**src/rtl/dsp_cic_int.sv**
```systemverilog
// N-stage CIC interpolator: low-rate comb section fed through a din_rdy strobe,
// zero stuffing, then a full-rate integrator chain with full and reduced-width outputs.
module dsp_cic_int #(
   parameter int R          = 100,
   parameter int M          = 1,
   parameter int N          = 3,
   parameter int BIN        = 10,
   parameter int COUT       = 16,
   parameter int BOUT       = BIN + $clog2(((R * M) ** N) / R),
   parameter     CUT_METHOD = "ROUND"
) (
   input  logic                   clk,
   input  logic                   rst_n,
   input  logic signed [BIN-1:0]  din,
   input  logic                   din_vld,
   output logic                   din_rdy,
   output logic signed [BOUT-1:0] dout,
   output logic signed [COUT-1:0] dout_cut,
   output logic                   dout_vld,
   output logic                   err_underrun
);

   localparam int CW = (R > 1) ? $clog2(R) : 1;
   localparam int S  = BOUT - COUT;

   logic [CW-1:0]          cnt_q, cnt_d;
   logic                   din_rdy_q, din_rdy_d;
   logic                   stuff_q, stuff_d;
   logic                   err_q, err_d;
   logic [N:0]             vld_sh_q, vld_sh_d;
   logic signed [BOUT-1:0] dly_q [N][M];
   logic signed [BOUT-1:0] dly_d [N][M];
   logic signed [BOUT-1:0] c_out_q, c_out_d;
   logic signed [BOUT-1:0] integ_q [N];
   logic signed [BOUT-1:0] integ_d [N];
   logic signed [COUT-1:0] cut_q, cut_d;
   logic signed [BOUT-1:0] c_acc;
   logic signed [BOUT-1:0] u;

   always_comb begin
      cnt_d     = (cnt_q == CW'(R - 1)) ? '0 : cnt_q + 1'b1;
      din_rdy_d = (cnt_q == CW'(R - 1));
      stuff_d   = din_rdy_q;
      err_d     = err_q | (din_rdy_q & ~din_vld);

      // vld_sh[k] is a sticky flag that the first sample has reached integrator depth k
      vld_sh_d[0] = vld_sh_q[0] | din_rdy_q;
      for (int k = 1; k <= N; k++) begin
         vld_sh_d[k] = vld_sh_q[k] | vld_sh_q[k-1];
      end

      // Comb chain evaluated combinationally; delay lines only move on an accept
      dly_d   = dly_q;
      c_out_d = c_out_q;
      c_acc   = din_vld ? BOUT'(din) : '0;
      for (int s = 0; s < N; s++) begin
         if (din_rdy_q) begin
            dly_d[s][0] = c_acc;
            for (int m = 1; m < M; m++) begin
               dly_d[s][m] = dly_q[s][m-1];
            end
         end
         c_acc = c_acc - dly_q[s][M-1];
      end
      if (din_rdy_q) begin
         c_out_d = c_acc;
      end

      u          = stuff_q ? c_out_q : '0;
      integ_d[0] = integ_q[0] + u;
      for (int k = 1; k < N; k++) begin
         integ_d[k] = integ_q[k] + integ_q[k-1];
      end
   end

   // dout_cut is derived from the next dout so both registers stay aligned
   generate
      if (S <= 0) begin : g_ext
         always_comb cut_d = COUT'(integ_d[N-1]);
      end else if (CUT_METHOD == "CUT") begin : g_cut
         always_comb cut_d = integ_d[N-1][BOUT-1:S];
      end else begin : g_round
         logic signed [BOUT:0] rsum;
         logic signed [COUT:0] rsh;
         always_comb begin
            rsum = {integ_d[N-1][BOUT-1], integ_d[N-1]} + (BOUT + 1)'(2 ** (S - 1));
            rsh  = rsum[BOUT:S];
            if (rsh[COUT] != rsh[COUT-1]) begin
               cut_d = rsh[COUT] ? {1'b1, {(COUT - 1){1'b0}}} : {1'b0, {(COUT - 1){1'b1}}};
            end else begin
               cut_d = rsh[COUT-1:0];
            end
         end
      end
   endgenerate

   always_ff @(posedge clk or negedge rst_n) begin
      if (!rst_n) begin
         cnt_q     <= '0;
         din_rdy_q <= 1'b0;
         stuff_q   <= 1'b0;
         err_q     <= 1'b0;
         vld_sh_q  <= '0;
         c_out_q   <= '0;
         cut_q     <= '0;
         for (int s = 0; s < N; s++) begin
            integ_q[s] <= '0;
            for (int m = 0; m < M; m++) begin
               dly_q[s][m] <= '0;
            end
         end
      end else begin
         cnt_q     <= cnt_d;
         din_rdy_q <= din_rdy_d;
         stuff_q   <= stuff_d;
         err_q     <= err_d;
         vld_sh_q  <= vld_sh_d;
         c_out_q   <= c_out_d;
         cut_q     <= cut_d;
         dly_q     <= dly_d;
         integ_q   <= integ_d;
      end
   end

   assign din_rdy      = din_rdy_q;
   assign dout         = integ_q[N-1];
   assign dout_cut     = cut_q;
   assign dout_vld     = vld_sh_q[N];
   assign err_underrun = err_q;

endmodule

```
**config.mk**
```make
export PLATFORM = sky130hd
export DESIGN_NAME = dsp_cic_int
export DESIGN_NICKNAME = d
export VERILOG_FILES = /design/src/rtl/dsp_cic_int.sv
export SDC_FILE = /design/constraint.sdc
export NUM_CORES = 1
export LEC_CHECK = 0
export ABC_CLOCK_PERIOD_IN_PS = 5800
export CAP_MARGIN = 20
export CORE_MARGIN = 2
export CORE_UTILIZATION = 37
export DETAILED_ROUTE_END_ITERATION = 12
export PLACE_DENSITY_LB_ADDON = 0.2
export SLEW_MARGIN = 5
export SYNTH_ARGS = -nofsm -noshare
export SYNTH_HDL_FRONTEND = slang
export SYNTH_SLANG_ARGS = --single-unit
```
**constraint.sdc**
```tcl
create_clock -name clk -period 5.8 [get_ports clk]
set_clock_uncertainty 0.1 [all_clocks]
set_input_delay 0.58 -clock clk [delete_from_list [all_inputs] [get_ports clk]]
set_output_delay 0.58 -clock clk [all_outputs]
set_load 0.01 [all_outputs]
```
== After elaboration in Yosys (flattened, before gate mapping) ==
Index checks and enable logic that the tools add are counted.

* Bits of input ports: 13
* Register bits: 198
* Logic and storage cells: 35
* Output and inout bits: 43

* Eq/ne operators: 2
* $add $sub $neg: 8
* Bitwise operators: 7
* Mux-type cells: 5

{| class="wikitable"
|+ Operators with widths
! cell !! count
|-
| $add 24x24->24 || 3
|-
| $sub 24x24->24 || 3
|-
| $mux 24 || 2
|-
| $mux 16 || 2
|-
| $add 24x9->25 const B || 1
|-
| $add 7x1->7 const B || 1
|-
| $eq 7x7->1 const B || 1
|-
| $mux 7 || 1
|-
| $or 1x1->1 || 5
|-
| $and 1x1->1 || 1
|-
| $ne 1x1->1 || 1
|-
| $not 1->1 || 1
|}

== Longest topological paths before layout ==
Gate-level depths: netlist of run 1.

* Depth in word-level cells: 4
* Mapped depth: 31
* Mapped depth without buffers: 30

== Least setup slack after synthesis of run 1 ==
OpenSTA, ideal clock, no wires.

* Kind: input-to-reg
* Start point: input din_vld
* End point: register c_out_q[23]
* Stages: 29
* Path buffers: 1
* Setup time: 0.077 ns
* Data arrival time: 5.591 ns
* Data required time: 5.623 ns
* Slack: 0.031 ns
* Cell sequence: clkbuf_1 -> nand2_1 -> ha_1 -> inv_1 -> fa_1 -> a21o_1 -> a21oi_1 -> o21bai_1 -> a21oi_1 -> o21bai_1 -> a21oi_1 -> nor2_1 -> o31ai_1 -> ha_1 -> a21o_1 -> a21boi_0 -> a21oi_1 -> xnor2_1 -> ha_1 -> a211oi_1 -> nand2_1 -> nor3_1 -> and3b_1 -> o41ai_1 -> a41oi_1 -> o21bai_1 -> a21oi_1 -> xor3_1 -> a21oi_1

* Cells in the longest elaborated chain, start to end: 4

{| class="wikitable"
|+ Ends and longest elaborated chain
! element !! line !! source
|-
| start, declared || 15 || <nowiki>input logic din_vld,</nowiki>
|-
| $mux 24 || 55 || <nowiki>c_acc = din_vld ? BOUT'(din) : '0;</nowiki>
|-
| $sub 24x24->24 (3 in a row) || 63 || <nowiki>c_acc = c_acc - dly_q[s][M-1];</nowiki>
|-
| end signal, assigned || 118 || <nowiki>c_out_q <= c_out_d;</nowiki>
|-
| end, declared || 33 || <nowiki>logic signed [BOUT-1:0] c_out_q, c_out_d;</nowiki>
|}

Every way passes these cells.
A chain may end at the register's enable or synchronous reset.

== Worst setup path in the final report of run 1 ==
* Start point: input din[4]
* End point: register c_out_q[23]

* Cells in the longest elaborated chain, start to end: 4

{| class="wikitable"
|+ Ends and longest elaborated chain
! element !! line !! source
|-
| start, declared || 14 || <nowiki>input logic signed [BIN-1:0] din,</nowiki>
|-
| $mux 24 || 55 ||
|-
| $sub 24x24->24 (3 in a row) || 63 ||
|}

Every way passes these cells.

==> impl_metrics.yaml, run 1 <==
sta:
  rsz0062_at_grt: "yes"
  worst_pin_slew_ns: 0.821
  fin_crit_ns: 5.61
  fin_ws_ns: 0.194
  relSlewSlack: 0.452
  clock.fmax_ghz: 0.178
  maxSlewViolCount: 0
  post-route-period-util: 0.967
  final_hold_viol_count: 0
  tns_ns: 0
  fin_hold_ws_ns: 0.111
  finalSetupViolations: 0
floorplan:
  coreArea_sq_um: 34300
  rows: 68
  ioPinCount: 56
  die_area_sq_um: 36000
  fp.dieH_um: 190
  die_w_um: 190
  start_util: 0.373
yosys:
  syn_area_sq_um: 12800
  synth_fa_ha_area_frac: 0.134
  synth-simple-area-share: 0.150
  synth_flop_cell: "dfrtp_1"
  seq_area_frac_synth: 0.360
  syn_inst: 1333
  yosys-top-cells-area: "dfrtp_1 36%, ha_1 12%, xnor2_1 5.8%, o21ai_0 3.0%, a21oi_1 2.9%"
  ys_async_sr_fraction: 1.00
  yosysWarnings: 0
  syn_area_per_cell_sq_um: 9.58
  yosysMostFrequentCell: "dfrtp_1"
  synth_cell_type_count: 100
  synthesis.nets: 1479
  yosys.area.top_type: "dfrtp_1"
  synth_commonest_cells: "184 x dfrtp_1, 127 x ha_1, 97 x inv_1"
  synth_edf_count: 0
  synth_mux_area_frac: 0.0173
  ys_ff_latch: 184
  synth-xor-area-share: 0.0853
  synth_top_family_by_area: "compound AO/OA/AOI/OAI gates"
  yosysTopAreaCellShare: 0.360
  synth_compound_area_frac: 0.200
pwr:
  power_leakage_nw: 7.94
  total_power_mw: 2.92
  p_per_area_nw_per_um2: 187
  vdd_ir_drop_max_mv: 0.208
clock_network:
  cts.sinks: 184
  ctsLongestPathBuffers: 2
  tritoncts: "built"
  clkTransAtPathRegs_ns: 0.07
  cts_buffers: 17
  cts_max_level: 4
  insertion_delay_ns: 0.45
  cts_root_buf: "clkbuf_16"
layout:
  antenna_cells: 0
  syn_to_final_growth_pct: 21.9
  layout.nets: 1639
  postLayoutCellArea_sq_um: 15600
  layout-drive-gt1-share: 0.197
detailed_routing:
  routed_via_density: 4.90
  antenna_left: 0
  first_iter_violations: 363
  firstDrtPassIters: 5
  routed_wl_um: 25600
  num_vias: 9608
  drc: 0
  detail_route.wl_per_cell_um: 13.1
setup_path:
  crit_arrival_ns: 5.88
  reg2reg_from: "dly_q[49]$_DFFE_PN0P_"
  critPathSlowestCell: "clkdlybuf4s50_1"
  path_class: "in -> reg"
  crit_fanout: 4
  ff2ff_setup_slack_ns: 0.22
  critical_path.max_stage_delay_ns: 0.39
  path_common_cell: "buf_4"
  rr_worst_depth: 30
  crit-reg2reg-capture: "c_out_q[23]$_DFFE_PN0P_"
  worstSetupStartpointType: "input port"
  end_kind: "flop"
  cp.required_ns: 6.07
placed_design:
  portBuffers: 55
  post-dp-hpwl_um: 19500
  dp_slack_ns: -0.872
  placed_cell_area_sq_um: 14600
  gp_congestion: 0.875
global_routing:
  antenna_found_initial: 0
  overflow: 0
  grt_pass1_vias: 9722
  grt_pass1_wl_um: 44500
  track_usage: 0.150
  grt_max_degree: 104
outcome:
  outcome: "finished, final reports clean"
job:
  drv_cap: 0
hold_path:
  hold_path.class: "in -> async"
-- layout by cell type (no fill, tap or decap), drive strengths merged, types with 6 or more instances in the layout --
master / count
nand3: 21
and3: 16
dfrtp: 184
nand2b: 16
nor4: 6
a21oi: 78
nand4: 10
clkdlybuf4s50: 49
fa: 6
buf: 138
or2: 12
o21ai: 94
o21bai: 10
or3: 10
a21o: 49
o31ai: 22
nand2: 94
inv: 102
nor2b: 17
mux2: 17
and2: 41
a31oi: 6
a211oi: 16
o21a: 21
nor3: 24
clkbuf: 23
nor2: 68
ha: 127
o41ai: 6
a21boi: 20
xnor2: 87
xor2: 30
-- worst max-delay path, delay by kind of cell --
family,cells,cell delay (ns)
adders and majority gates,3,0.91
xor gates and xnor gates,3,0.71
and+or+nand+nor,6,0.68
buffers and inverters,5,1.01
AOI/OAI and AO/OA,12,1.96
-- registers in the layout, summed over array words and instances (netlist names) --
register / flops
stuff_q: 1
dly_q: 58
dout_cut: 16
err_underrun: 1
cnt_q: 7
dout: 24
din_rdy: 1
c_out_q: 24
integ_q: 48
vld_sh_q: 4
-- report_power, final --
group | internal [mW] | switching [mW] | leakage [nW]
logic | 0.215 | 0.206 | 5.38
clock network | 0.686 | 0.521 | 0.284
registers | 1.29 | 0.00141 | 2.28
total | 2.19 | 0.728 | 7.94
-- layer usage --
metal / track usage / up-vias / share of wire / wire length, um
met2: 0.272 / 86 / 0.50 / 12700
met5: 0 / - / 0 / 0
li1: - / 5041 / - / -
met1: 0.183 / 4459 / 0.47 / 12100
met3: 0.0264 / 22 / 0.022 / 555
met4: 0.0376 / 0 / 0.011 / 284
-- layout make-up --
| class | instances | area (sq um) |
|---|---|---|
| fill | 3283 | 18700 |
| inverter | 98 | 368 |
| clock buffer | 21 | 440 |
| tap | 455 | 569 |
| clock inverter | 11 | 158 |
| sequential | 184 | 4610 |
| multi-input combinational | 999 | 7830 |
| timing repair buffer | 193 | 1600 |
-- per-stage QoR --
stage | instances | utilization
after floorplan | 1333 | -
after global placement | 1919 | 0.425
after detailed placement | 1919 | 0.425
after CTS | 1951 | 0.443
after global routing | 1961 | 0.454
final | 1961 | 0.454
-- repair_timing --
action	CTS	global route
hold buffers	0	0
resized for setup	8	67
pin swaps	3	47
setup buffers	0	10
setup endpoints to repair	5	6
hold endpoints to repair	0	0
-- kinds of logic after synthesis --
| group | Yosys count |
|---|---|
| AO/OA/AOI/OAI | 367 |
| AND/OR/NAND/NOR | 361 |
| flip-flops | 184 |
| buffers and inverters | 150 |
| adder cells (fa/ha/maj) | 133 |
| XOR/XNOR | 118 |
| multiplexers | 20 |
-- worst max path at each step --
stage,startpoint,endpoint,slack [ns],cells after the start
2_1_floorplan,din_vld,c_out_q[23]$_DFFE_PN0P_,0.03,29
3_3_place_gp,din_vld,c_out_q[23]$_DFFE_PN0P_,-0.69,30
3_5_place_dp,din_vld,c_out_q[23]$_DFFE_PN0P_,-0.87,30
4_1_cts,din[0],c_out_q[23]$_DFFE_PN0P_,0.007,29
5_1_grt,din[5],c_out_q[23]$_DFFE_PN0P_,-0.13,29
6_report,din[4],c_out_q[23]$_DFFE_PN0P_,0.19,29
(Power assumes the default switching activity.)
==> run 2, diff against run 1 <==
--- a/config.mk
+++ b/config.mk
@@ -9,6 +9,7 @@
 export CAP_MARGIN = 20
 export CORE_MARGIN = 2
 export CORE_UTILIZATION = 37
+export CTS_BUF_LIST = sky130_fd_sc_hd__clkbuf_2
 export DETAILED_ROUTE_END_ITERATION = 12
 export PLACE_DENSITY_LB_ADDON = 0.2
 export SLEW_MARGIN = 5
==> run 2 against run 1 <==
Compared with the run above: power decreased by 17%; utilization decreased by 1.8 points; global-route usage decreased by 0.22 points; combinational power decreased by 6.2%; critical path type unchanged.
==> impl_metrics.yaml, run 2 (synthesized netlist as in run 1, its figures left out) <==
floorplan:
  rows: 68
  coreArea_sq_um: 34300
  die_area_sq_um: 36000
  start_util: 0.373
  die_w_um: 190
  fp.dieH_um: 190
  ioPinCount: 56
detailed_routing:
  detail_route.wl_per_cell_um: 12.8
  drc: 0
  num_vias: 9566
  top_layer_used: "met4"
  drt-met1-wl_um: 11900
  wl_met2_um: 12300
  antenna_left: 0
  firstDrtPassIters: 5
  routed-wl-met3_um: 579
  first_iter_violations: 326
  routed_via_density: 4.89
  routed_wl_um: 25000
outcome:
  outcome: "finished, final reports clean"
layout:
  layout-drive-gt1-share: 0.170
  mostFrequentLayoutCells: "183 x dfrtp_1, 131 x buf_4, 126 x ha_1, 97 x inv_1, 87 x nand2_1"
  reg.largest.list: "dly_q (58), integ_q (48)"
  largest-register: "dly_q"
  utilization: 0.436
  syn_to_final_growth_pct: 17.1
  final_common_cell: "dfrtp_1"
  largest_reg_flops: 58
  postLayoutCellArea_sq_um: 15000
  layout.nets: 1633
setup_path:
  critical_path.max_stage_delay_ns: 0.53
  critPathTopFamily: "compound AO/OA/AOI/OAI gates"
  crit_fanout: 5
  worstSetupEndpoint: "c_out_q[23]$_DFFE_PN0P_"
  path_class: "in -> reg"
  path_common_cell: "buf_4"
  crit-reg2reg-capture: "c_out_q[23]$_DFFE_PN0P_"
  rr_worst_depth: 30
  cp.required_ns: 6.46
  critPathSlowestCell: "clkdlybuf4s50_1"
  crit_arrival_ns: 6.22
  crit_path_start: "din_vld"
  path_depth: 31
  end_kind: "flop"
  reg2reg_from: "dly_q[49]$_DFFE_PN0P_"
  worstSetupStartpointType: "input port"
  ff2ff_setup_slack_ns: 0.27
  crit_buf_inv: 6
sta:
  tns_ns: 0
  fin_hold_ws_ns: 0.261
  fin_ws_ns: 0.241
  fin_crit_ns: 5.56
  final_hold_viol_count: 0
  post-route-period-util: 0.958
  relSlewSlack: 0.445
  clock.fmax_ghz: 0.180
  rsz0062_at_grt: "yes"
  worst_pin_slew_ns: 0.833
  maxSlewViolCount: 0
  finalSetupViolations: 0
placed_design:
  gp_congestion: 0.875
  dp_slack_ns: -0.872
  post-dp-hpwl_um: 19500
  portBuffers: 55
  placed_cell_area_sq_um: 14600
clock_network:
  cts_max_level: 4
  cts.sinks: 184
  insertion_delay_ns: 0.81
  ctsLongestPathBuffers: 2
  cts_root_buf: "clkbuf_2"
  tritoncts: "built"
  clkTransAtPathRegs_ns: 0.27
  cts_buffers: 17
global_routing:
  antenna_found_initial: 2
  overflow: 0
  grt_max_degree: 104
  track_usage: 0.147
  grt_pass1_vias: 9601
  grt_pass1_wl_um: 43900
hold_path:
  hold_path.class: "in -> async"
job:
  drv_cap: 0
pwr:
  p_per_area_nw_per_um2: 161
  vdd_ir_drop_max_mv: 0.142
  power_leakage_nw: 7.72
[run 2: cell types whose count changed in the layout (fill, tap and decap cells not counted), moves of 5 or more]
cell / delta
ha_4: -8
and2_4: -5
ha_1: +11
buf_4: -7
clkbuf_16: -17
clkbuf_2: +20
clkdlybuf4s50_1: +5
and2_1: +5
[run 2: per-layer routing]
| metal | track usage | vias to the layer above |
|---|---|---|
| met5 | 0 | - |
| met4 | 0.0358 | 0 |
| met3 | 0.0258 | 18 |
| met2 | 0.267 | 99 |
| met1 | 0.181 | 4410 |
| li1 | - | 5039 |
[run 2: final cells by class]
class,instances,area (sq um)
Timing Repair Buffer,187,1550
Tap cell,455,569
Antenna cell,3,7.51
Fill cell,3361,19300
Multi-Input combinational cell,999,7590
Sequential cell,184,4610
Clock inverter,11,158
Clock buffer,21,105
Inverter,98,368
[run 2: repair_timing]
item | 4_1_cts | 5_1_grt
hold endpoints to repair | 101 | 0
pin swaps | 0 | 19
setup buffers | 0 | 3
setup endpoints to repair | 1 | 6
gates resized for setup | 1 | 22
hold buffers | 1 | 0
[run 2: worst min path at each step]
stage	start	end
2_1_floorplan	rst_n	c_out_q[0]$_DFFE_PN0P_
3_3_place_gp	cnt_q[0]$_DFF_PN0_	cnt_q[0]$_DFF_PN0_
3_5_place_dp	vld_sh_q[0]$_DFF_PN0_	vld_sh_q[1]$_DFF_PN0_
4_1_cts	din[0]	dly_q[48]$_DFFE_PN0P_
5_1_grt	din[0]	dly_q[48]$_DFFE_PN0P_
6_report	rst_n	dout[3]$_DFF_PN0_
[run 2: metrics by stage]
step	total power [mW]	instances
final	2.41	1958
after global routing	2.57	1958
after CTS	2.45	1952
after detailed placement	1.70	1919
after global placement	1.70	1919
after floorplan	1.53	1333
[run 2: worst reg2reg max path: cells and delay by family, from the launching register on]
family	cells	cell delay, ns
fa+ha+maj	3	0.84
compound gates	13	2.08
flops	1	0.42
simple gates	6	0.89
xor+xnor	2	0.30
buf+inv	6	0.87
[run 2: power breakdown]
part | leakage, nW | internal [mW] | switching, mW
Sequential | 2.28 | 1.29 | 0.00136
Combinational | 5.28 | 0.200 | 0.195
Clock | 0.157 | 0.256 | 0.468
